File: src/rtl/wishbone_ctrl_stream_if.sv
// Wishbone-style bus interfaces for the stream-to-bus controller.
//
//   iWishbone_Ctrl : controller -> peripheral request lines
//     stb  strobe, a bus cycle is in progress
//     we   1 = write, 0 = read
//     adr  8-bit address
//     dat  8-bit write data
//   iWishbone_Peri : peripheral -> controller response lines
//     dat  8-bit read data, valid with ack
//     ack  cycle completes on an edge where stb and ack are both high
//
// In both interfaces the "master" modport is the controller's view and the
// "slave" modport is the peripheral's view.

interface iWishbone_Ctrl;
    logic       stb;
    logic       we;
    logic [7:0] adr;
    logic [7:0] dat;

    modport master (output stb, output we, output adr, output dat);
    modport slave  (input  stb, input  we, input  adr, input  dat);
endinterface

interface iWishbone_Peri;
    logic [7:0] dat;
    logic       ack;

    modport master (input  dat, input  ack);
    modport slave  (output dat, output ack);
endinterface

File: src/rtl/wishbone_ctrl_stream.sv
// Byte-stream to Wishbone bridge. A host sends a small command frame over a
// valid/ready byte stream; the block runs one bus cycle and answers with a
// status byte (plus the read data byte for successful reads).
//
// Frame on rx:  header (bit7 = we, bits6:0 must be 0), address, [data if we]
// Reply on tx:  status (0x00 ok, 0xE1 bad header, 0xEE bus timeout),
//               then read data only for a read that completed with 0x00.
//
// Ports
//   clk, rst            clock, asynchronous active-high reset
//   rx_data/valid/ready command byte stream in
//   tx_data/valid/ready response byte stream out
//   wbc_c               bus request (stb, we, adr, dat)
//   wbc_p               bus response (dat, ack)
//
// pTimeout: number of stb cycles allowed without ack (1..65535).

module wishbone_ctrl_stream #(
    parameter int unsigned pTimeout = 255
) (
    input  logic          clk,
    input  logic          rst,

    input  logic [7:0]    rx_data,
    input  logic          rx_valid,
    output logic          rx_ready,

    output logic [7:0]    tx_data,
    output logic          tx_valid,
    input  logic          tx_ready,

    iWishbone_Ctrl.master wbc_c,
    iWishbone_Peri.master wbc_p
);

    // Wide enough to hold pTimeout itself, so no value in range can wrap.
    localparam int unsigned CW = $clog2(pTimeout + 1);
    localparam logic [CW-1:0] CNT_LAST = CW'(pTimeout - 1);

    localparam logic [7:0] ST_OK      = 8'h00;
    localparam logic [7:0] ST_BAD_HDR = 8'hE1;
    localparam logic [7:0] ST_TIMEOUT = 8'hEE;

    typedef enum logic [2:0] {
        S_HDR,
        S_ADDR,
        S_DATA,
        S_BUS,
        S_STATUS,
        S_RDATA
    } state_t;

    state_t        state, state_n;

    logic          we_q;
    logic [7:0]    adr_q;
    logic [7:0]    dat_q;
    logic          stb_q;
    logic [CW-1:0] cnt;
    logic [7:0]    status;
    logic [7:0]    rdata;

    logic          rx_fire;
    logic          tx_fire;
    logic          hdr_bad;
    logic          bus_ack;
    logic          bus_tmo;

    // ------------------------------------------------------------------
    // Handshake and bus qualifiers
    // ------------------------------------------------------------------
    assign rx_fire = rx_valid & rx_ready;
    assign tx_fire = tx_valid & tx_ready;
    assign hdr_bad = |rx_data[6:0];

    // ack only counts while stb is up, so a late ack after a timeout (or
    // any stray ack while idle) never completes anything.
    assign bus_ack = stb_q & wbc_p.ack;
    // ack wins over timeout when both land on the last allowed cycle.
    assign bus_tmo = stb_q & ~wbc_p.ack & (cnt == CNT_LAST);

    // ------------------------------------------------------------------
    // State register
    // ------------------------------------------------------------------
    always_ff @(posedge clk or posedge rst) begin
        if (rst) state <= S_HDR;
        else     state <= state_n;
    end

    // ------------------------------------------------------------------
    // Next-state logic
    // ------------------------------------------------------------------
    always_comb begin
        state_n = state;
        unique case (state)
            S_HDR: begin
                if (rx_fire) state_n = hdr_bad ? S_STATUS : S_ADDR;
            end
            S_ADDR: begin
                if (rx_fire) state_n = we_q ? S_DATA : S_BUS;
            end
            S_DATA: begin
                if (rx_fire) state_n = S_BUS;
            end
            S_BUS: begin
                if (bus_ack || bus_tmo) state_n = S_STATUS;
            end
            S_STATUS: begin
                // Read data follows only a read that finished cleanly.
                if (tx_fire) state_n = (!we_q && status == ST_OK) ? S_RDATA : S_HDR;
            end
            S_RDATA: begin
                if (tx_fire) state_n = S_HDR;
            end
            default: state_n = S_HDR;
        endcase
    end

    // ------------------------------------------------------------------
    // Frame fields, bus strobe, timeout counter, response bytes
    // ------------------------------------------------------------------
    // stb is registered and set on the edge that accepts the last frame
    // byte, so it is high exactly while the FSM sits in BUS and the bus
    // fields cannot move underneath it.
    always_ff @(posedge clk or posedge rst) begin
        if (rst) begin
            we_q   <= 1'b0;
            adr_q  <= 8'h00;
            dat_q  <= 8'h00;
            stb_q  <= 1'b0;
            cnt    <= '0;
            status <= 8'h00;
            rdata  <= 8'h00;
        end else begin
            unique case (state)
                S_HDR: begin
                    if (rx_fire) begin
                        if (hdr_bad) status <= ST_BAD_HDR;
                        else         we_q   <= rx_data[7];
                    end
                end
                S_ADDR: begin
                    if (rx_fire) begin
                        adr_q <= rx_data;
                        if (!we_q) begin
                            stb_q <= 1'b1;
                            cnt   <= '0;
                        end
                    end
                end
                S_DATA: begin
                    if (rx_fire) begin
                        dat_q <= rx_data;
                        stb_q <= 1'b1;
                        cnt   <= '0;
                    end
                end
                S_BUS: begin
                    if (bus_ack) begin
                        stb_q  <= 1'b0;
                        status <= ST_OK;
                        if (!we_q) rdata <= wbc_p.dat;
                    end else if (bus_tmo) begin
                        stb_q  <= 1'b0;
                        status <= ST_TIMEOUT;
                    end else begin
                        cnt <= cnt + 1'b1;
                    end
                end
                default: ;
            endcase
        end
    end

    // ------------------------------------------------------------------
    // Stream outputs: decoded from state so reset clears them at once and
    // rx_ready / tx_valid can never overlap.
    // ------------------------------------------------------------------
    always_comb begin
        rx_ready = 1'b0;
        tx_valid = 1'b0;
        tx_data  = 8'h00;
        unique case (state)
            S_HDR, S_ADDR, S_DATA: rx_ready = 1'b1;
            S_STATUS: begin
                tx_valid = 1'b1;
                tx_data  = status;
            end
            S_RDATA: begin
                tx_valid = 1'b1;
                tx_data  = rdata;
            end
            default: ;
        endcase
    end

    // ------------------------------------------------------------------
    // Bus outputs
    // ------------------------------------------------------------------
    assign wbc_c.stb = stb_q;
    assign wbc_c.we  = we_q;
    assign wbc_c.adr = adr_q;
    assign wbc_c.dat = dat_q;

endmodule

File: src/flat_wrapper.sv
// flat-port wrapper written by rule: the top's interface ports become plain ports
module wishbone_ctrl_stream_flat 
#(
    parameter int unsigned pTimeout = 255
)
  (clk, rst, rx_data, rx_valid, rx_ready, tx_data, tx_valid, tx_ready, wbc_c_stb, wbc_c_we, wbc_c_adr, wbc_c_dat, wbc_p_dat, wbc_p_ack);
  iWishbone_Ctrl wbc_c_i ();
  iWishbone_Peri wbc_p_i ();
  input  logic clk;
  input  logic rst;
  input  logic [7:0] rx_data;
  input  logic rx_valid;
  output logic rx_ready;
  output logic [7:0] tx_data;
  output logic tx_valid;
  input  logic tx_ready;
  output wire logic [$bits(wbc_c_i.stb)-1:0] wbc_c_stb;
  output wire logic [$bits(wbc_c_i.we)-1:0] wbc_c_we;
  output wire logic [$bits(wbc_c_i.adr)-1:0] wbc_c_adr;
  output wire logic [$bits(wbc_c_i.dat)-1:0] wbc_c_dat;
  input wire logic [$bits(wbc_p_i.dat)-1:0] wbc_p_dat;
  input wire logic [$bits(wbc_p_i.ack)-1:0] wbc_p_ack;
  assign wbc_c_stb = wbc_c_i.stb;
  assign wbc_c_we = wbc_c_i.we;
  assign wbc_c_adr = wbc_c_i.adr;
  assign wbc_c_dat = wbc_c_i.dat;
  assign wbc_p_i.dat = wbc_p_dat;
  assign wbc_p_i.ack = wbc_p_ack;
  wishbone_ctrl_stream #(.pTimeout(pTimeout)) u_core (.clk(clk), .rst(rst), .rx_data(rx_data), .rx_valid(rx_valid), .rx_ready(rx_ready), .tx_data(tx_data), .tx_valid(tx_valid), .tx_ready(tx_ready), .wbc_c(wbc_c_i), .wbc_p(wbc_p_i));
endmodule
File: config.mk
export PLATFORM = sky130hd
export DESIGN_NAME = wishbone_ctrl_stream_flat
export DESIGN_NICKNAME = d
export VERILOG_FILES = /design/src/rtl/wishbone_ctrl_stream_if.sv /design/src/rtl/wishbone_ctrl_stream.sv /design/src/flat_wrapper.sv
export SDC_FILE = /design/constraint.sdc
export NUM_CORES = 1
export LEC_CHECK = 0
export ABC_AREA = 1
export CAP_MARGIN = 10
export CORE_MARGIN = 3
export CORE_UTILIZATION = 54
export DETAILED_ROUTE_END_ITERATION = 16
export GPL_ROUTABILITY_DRIVEN = 0
export PLACE_DENSITY = 0.82
export SYNTH_ARGS = -nofsm -noshare
export SYNTH_HDL_FRONTEND = slang
export SYNTH_SLANG_ARGS = --single-unit
export TNS_END_PERCENT = 5
File: constraint.sdc
create_clock -name clk -period 2 [get_ports clk]
set_input_delay 0.5 -clock clk [delete_from_list [all_inputs] [get_ports clk]]
set_output_delay 0.5 -clock clk [all_outputs]
set_load 0.005 [all_outputs]
==> run metrics <==
status=complete, no violations; area grow syn2layout=29.2%; Worst Max-Slew Pin Slew=0.501 ns; worst-case reg-to-reg path depth=9; Cell Area, Placed=2680 um2; Critical Path RT=1.50 ns; logic gate share of total power=45.7%; antenna cells=0; Clock Tree Root=clkbuf_8; drt drc=0; crit path DAT=1.44 ns; vias=1,791; CP cell instances=inv_2 > nand2_1 > nor2_4 > nand2_1 > o21ai_0 > dlygate4sd2_1; core area=3720 um2; vias in the first global route=1,703; Setup crit start=u_core.state[0]; post-route setup slack=0.0617 ns; die height=68.7 um; Post-Route Utilization=73.8%; Setup violations, final=0; 1st-pass router iterations=4; Max Fclk=516 MHz; Sw Pwr=1.18 mW; Filler cells=305; register area=1000 um2; total power=3.17 mW; Seq/Total Area, Yosys=47.2%; yosys warns=0; Sw Ratio=37.1%; Post-CTS Setup Repair Bufs=0; Max stage delay on crit path=0.39 ns; placement row count=22; Post-Synthesis Net Count=285; cells after synthesis=262; Num Clock Sinks=40; syn avg cell area=8.10 um2; sequential share of power=38.4%; Distinct cells, synth=26; PwrDens=1160 nW/um2; Initial DRC Count=49; most frequent CP cell=nand2_1; largest net degree at the start of global routing=41; post-layout minimum cycle time=1.94 ns; Clk pwr share=15.8%; Crit Path Category=flip-flop to output pin; commonest non-fill, non-tap cell in the layout=nand2_1; share of cells above drive strength 1=15.6%; Final Hold Slack=0.484 ns; Reg2Reg Launch Point=u_core.cnt[0]; leakage power=1.38 nW; DIE WIDTH=68.7 um; max-slew violation count=0; commonest non-fill, non-tap cells in the layout=nand2_1 (75), dfrtp_1 (40), clkdlybuf4s50_1 (38), inv_1 (35), o21ai_0 (28); post-cts hold buffer count=0; global route overflow=0; CTS tree=yes; die area=4720 um2; Synth Register Bits=40; Max Clock Skew=0.00308 ns; Multi-input gate area=927 um2; P_int=1.99 mW; Layout Nets=344; critical path fanouts, max=4; Startpoint Class=flip-flop; slowest CP cell=dfrtp_1; worst vdd ir=635 uV; global-route wire length before repair=7250 um; I/O pin cnt=49; crit share post-route=96.9%; kind of end point of the critical path=output pin; unrepaired setup endpoints after global routing=true; gr usage total=20.7%; CTS clk-pin slew, worst paths=0.07 ns; initial antenna violation count=0; Slew HR=66.6%; final wirelength=4400 um; post-route ant nets=0; HP Start=u_core.wbc_c.dat[4]; Placed Cells=362; hold crit path type=flip-flop to flip-flop; buffers added on ports=48; H-Tree Depth=2; drt via density=4.85; Max Cap Viol=0; Post-DP HPWL=3310 um; Initial Util=57.1%; pre-CTS setup slack=0.00488 ns; Mapped Area=2120 um2; Worst-Skew Late Latency=0.29 ns; WL/cell=11.9 um; post-route cell area=2740 um2; final hold vios=0; CTS Buf Count=5; fin cells=369; Total Neg Setup Slack=0 ns; CTS max path bufs=2; Worst Hold Depth=2
## synth_stat cells (all sizes together)
| library cell | instances | area share [%] |
|---|---|---|
| o21ai | 44 | 13 |
| buf | 5 | 2.5 |
| dfrtp | 40 | 47 |
| inv | 38 | 6.7 |
| clkinv | 1 | 0.41 |
| xnor2 | 1 | 0.41 |
| a21oi | 3 | 0.88 |
| nand4 | 2 | 0.59 |
| nor2 | 23 | 5.1 |
| ha | 2 | 1.2 |
| nand2 | 78 | 14 |
| nor3 | 2 | 0.71 |
| nand3b | 1 | 0.35 |
| nand3 | 22 | 7.1 |
## logic make-up (layout without fill, tap and decap cells)
family	Yosys count	after routing	share of synthesized area, %
buf+inv	44	103	9.61
simple gates	128	128	28.1
flops	40	40	47.2
xor+xnor	1	1	0.413
fa+ha+maj	2	2	1.18
compound gates	47	47	13.6
## area by class of cell
class,instances,area share [%]
Clock buffer,6,2.65
Clock inverter,1,0.183
Inverter,39,5.52
Multi-Input combinational cell,178,33.8
Sequential cell,40,36.5
Tap cell,48,2.19
Timing Repair Buffer,57,19.1
## flip-flops by register name, indices dropped and copies added (netlist names)
register,flops
u_core.rdata,8
u_core.wbc_c.stb,1
u_core.wbc_c.we,1
u_core.cnt,8
u_core.wbc_c.dat,8
u_core.status,3
u_core.wbc_c.adr,8
u_core.state,3
## worst max-delay path: cells and delay by family (launching register included)
kind,cells,cell delay [ns]
flops,1,0.39
buf+inv,2,0.34
simple gates,3,0.34
compound gates,1,0.07
## metal layers
| metal | GRT usage, % | routed length, um |
|---|---|---|
| met5 | 0 | 0 |
| met4 | 6.95 | 48 |
| met3 | 7.94 | 279 |
| met2 | 31.7 | 2010 |
| met1 | 26.7 | 2060 |
## power groups by stage
stage	clock (mW)	sequential, mW	combinational, mW
floorplan	0	1.24	0.765
finish	0.502	1.22	1.45
global route	0.545	1.24	1.62
detailed placement	0	1.22	1.48
CTS	0.512	1.22	1.46
global placement	0	1.22	1.45
## worst paths after layout
kind / to / slack (ns)
worst min register to register: u_core.wbc_c.dat[4] / 0.48
min in group asynchronous: u_core.wbc_c.dat[4] / 0.63
worst max register to register: u_core.status[6] / 0.48
worst max-delay path: tx_data[1] / 0.06
worst min-delay path: u_core.wbc_c.dat[4] / 0.48
max in group asynchronous: u_core.wbc_c.adr[1] / 1.02
## timing repair
action                                  4_1_cts  5_1_grt
resized for setup                            13        9
pin swaps                                     1        0
endpoints found under the setup margin       10        7
endpoints found under the hold margin         0        0
Power figures use the tool's default switching activity.
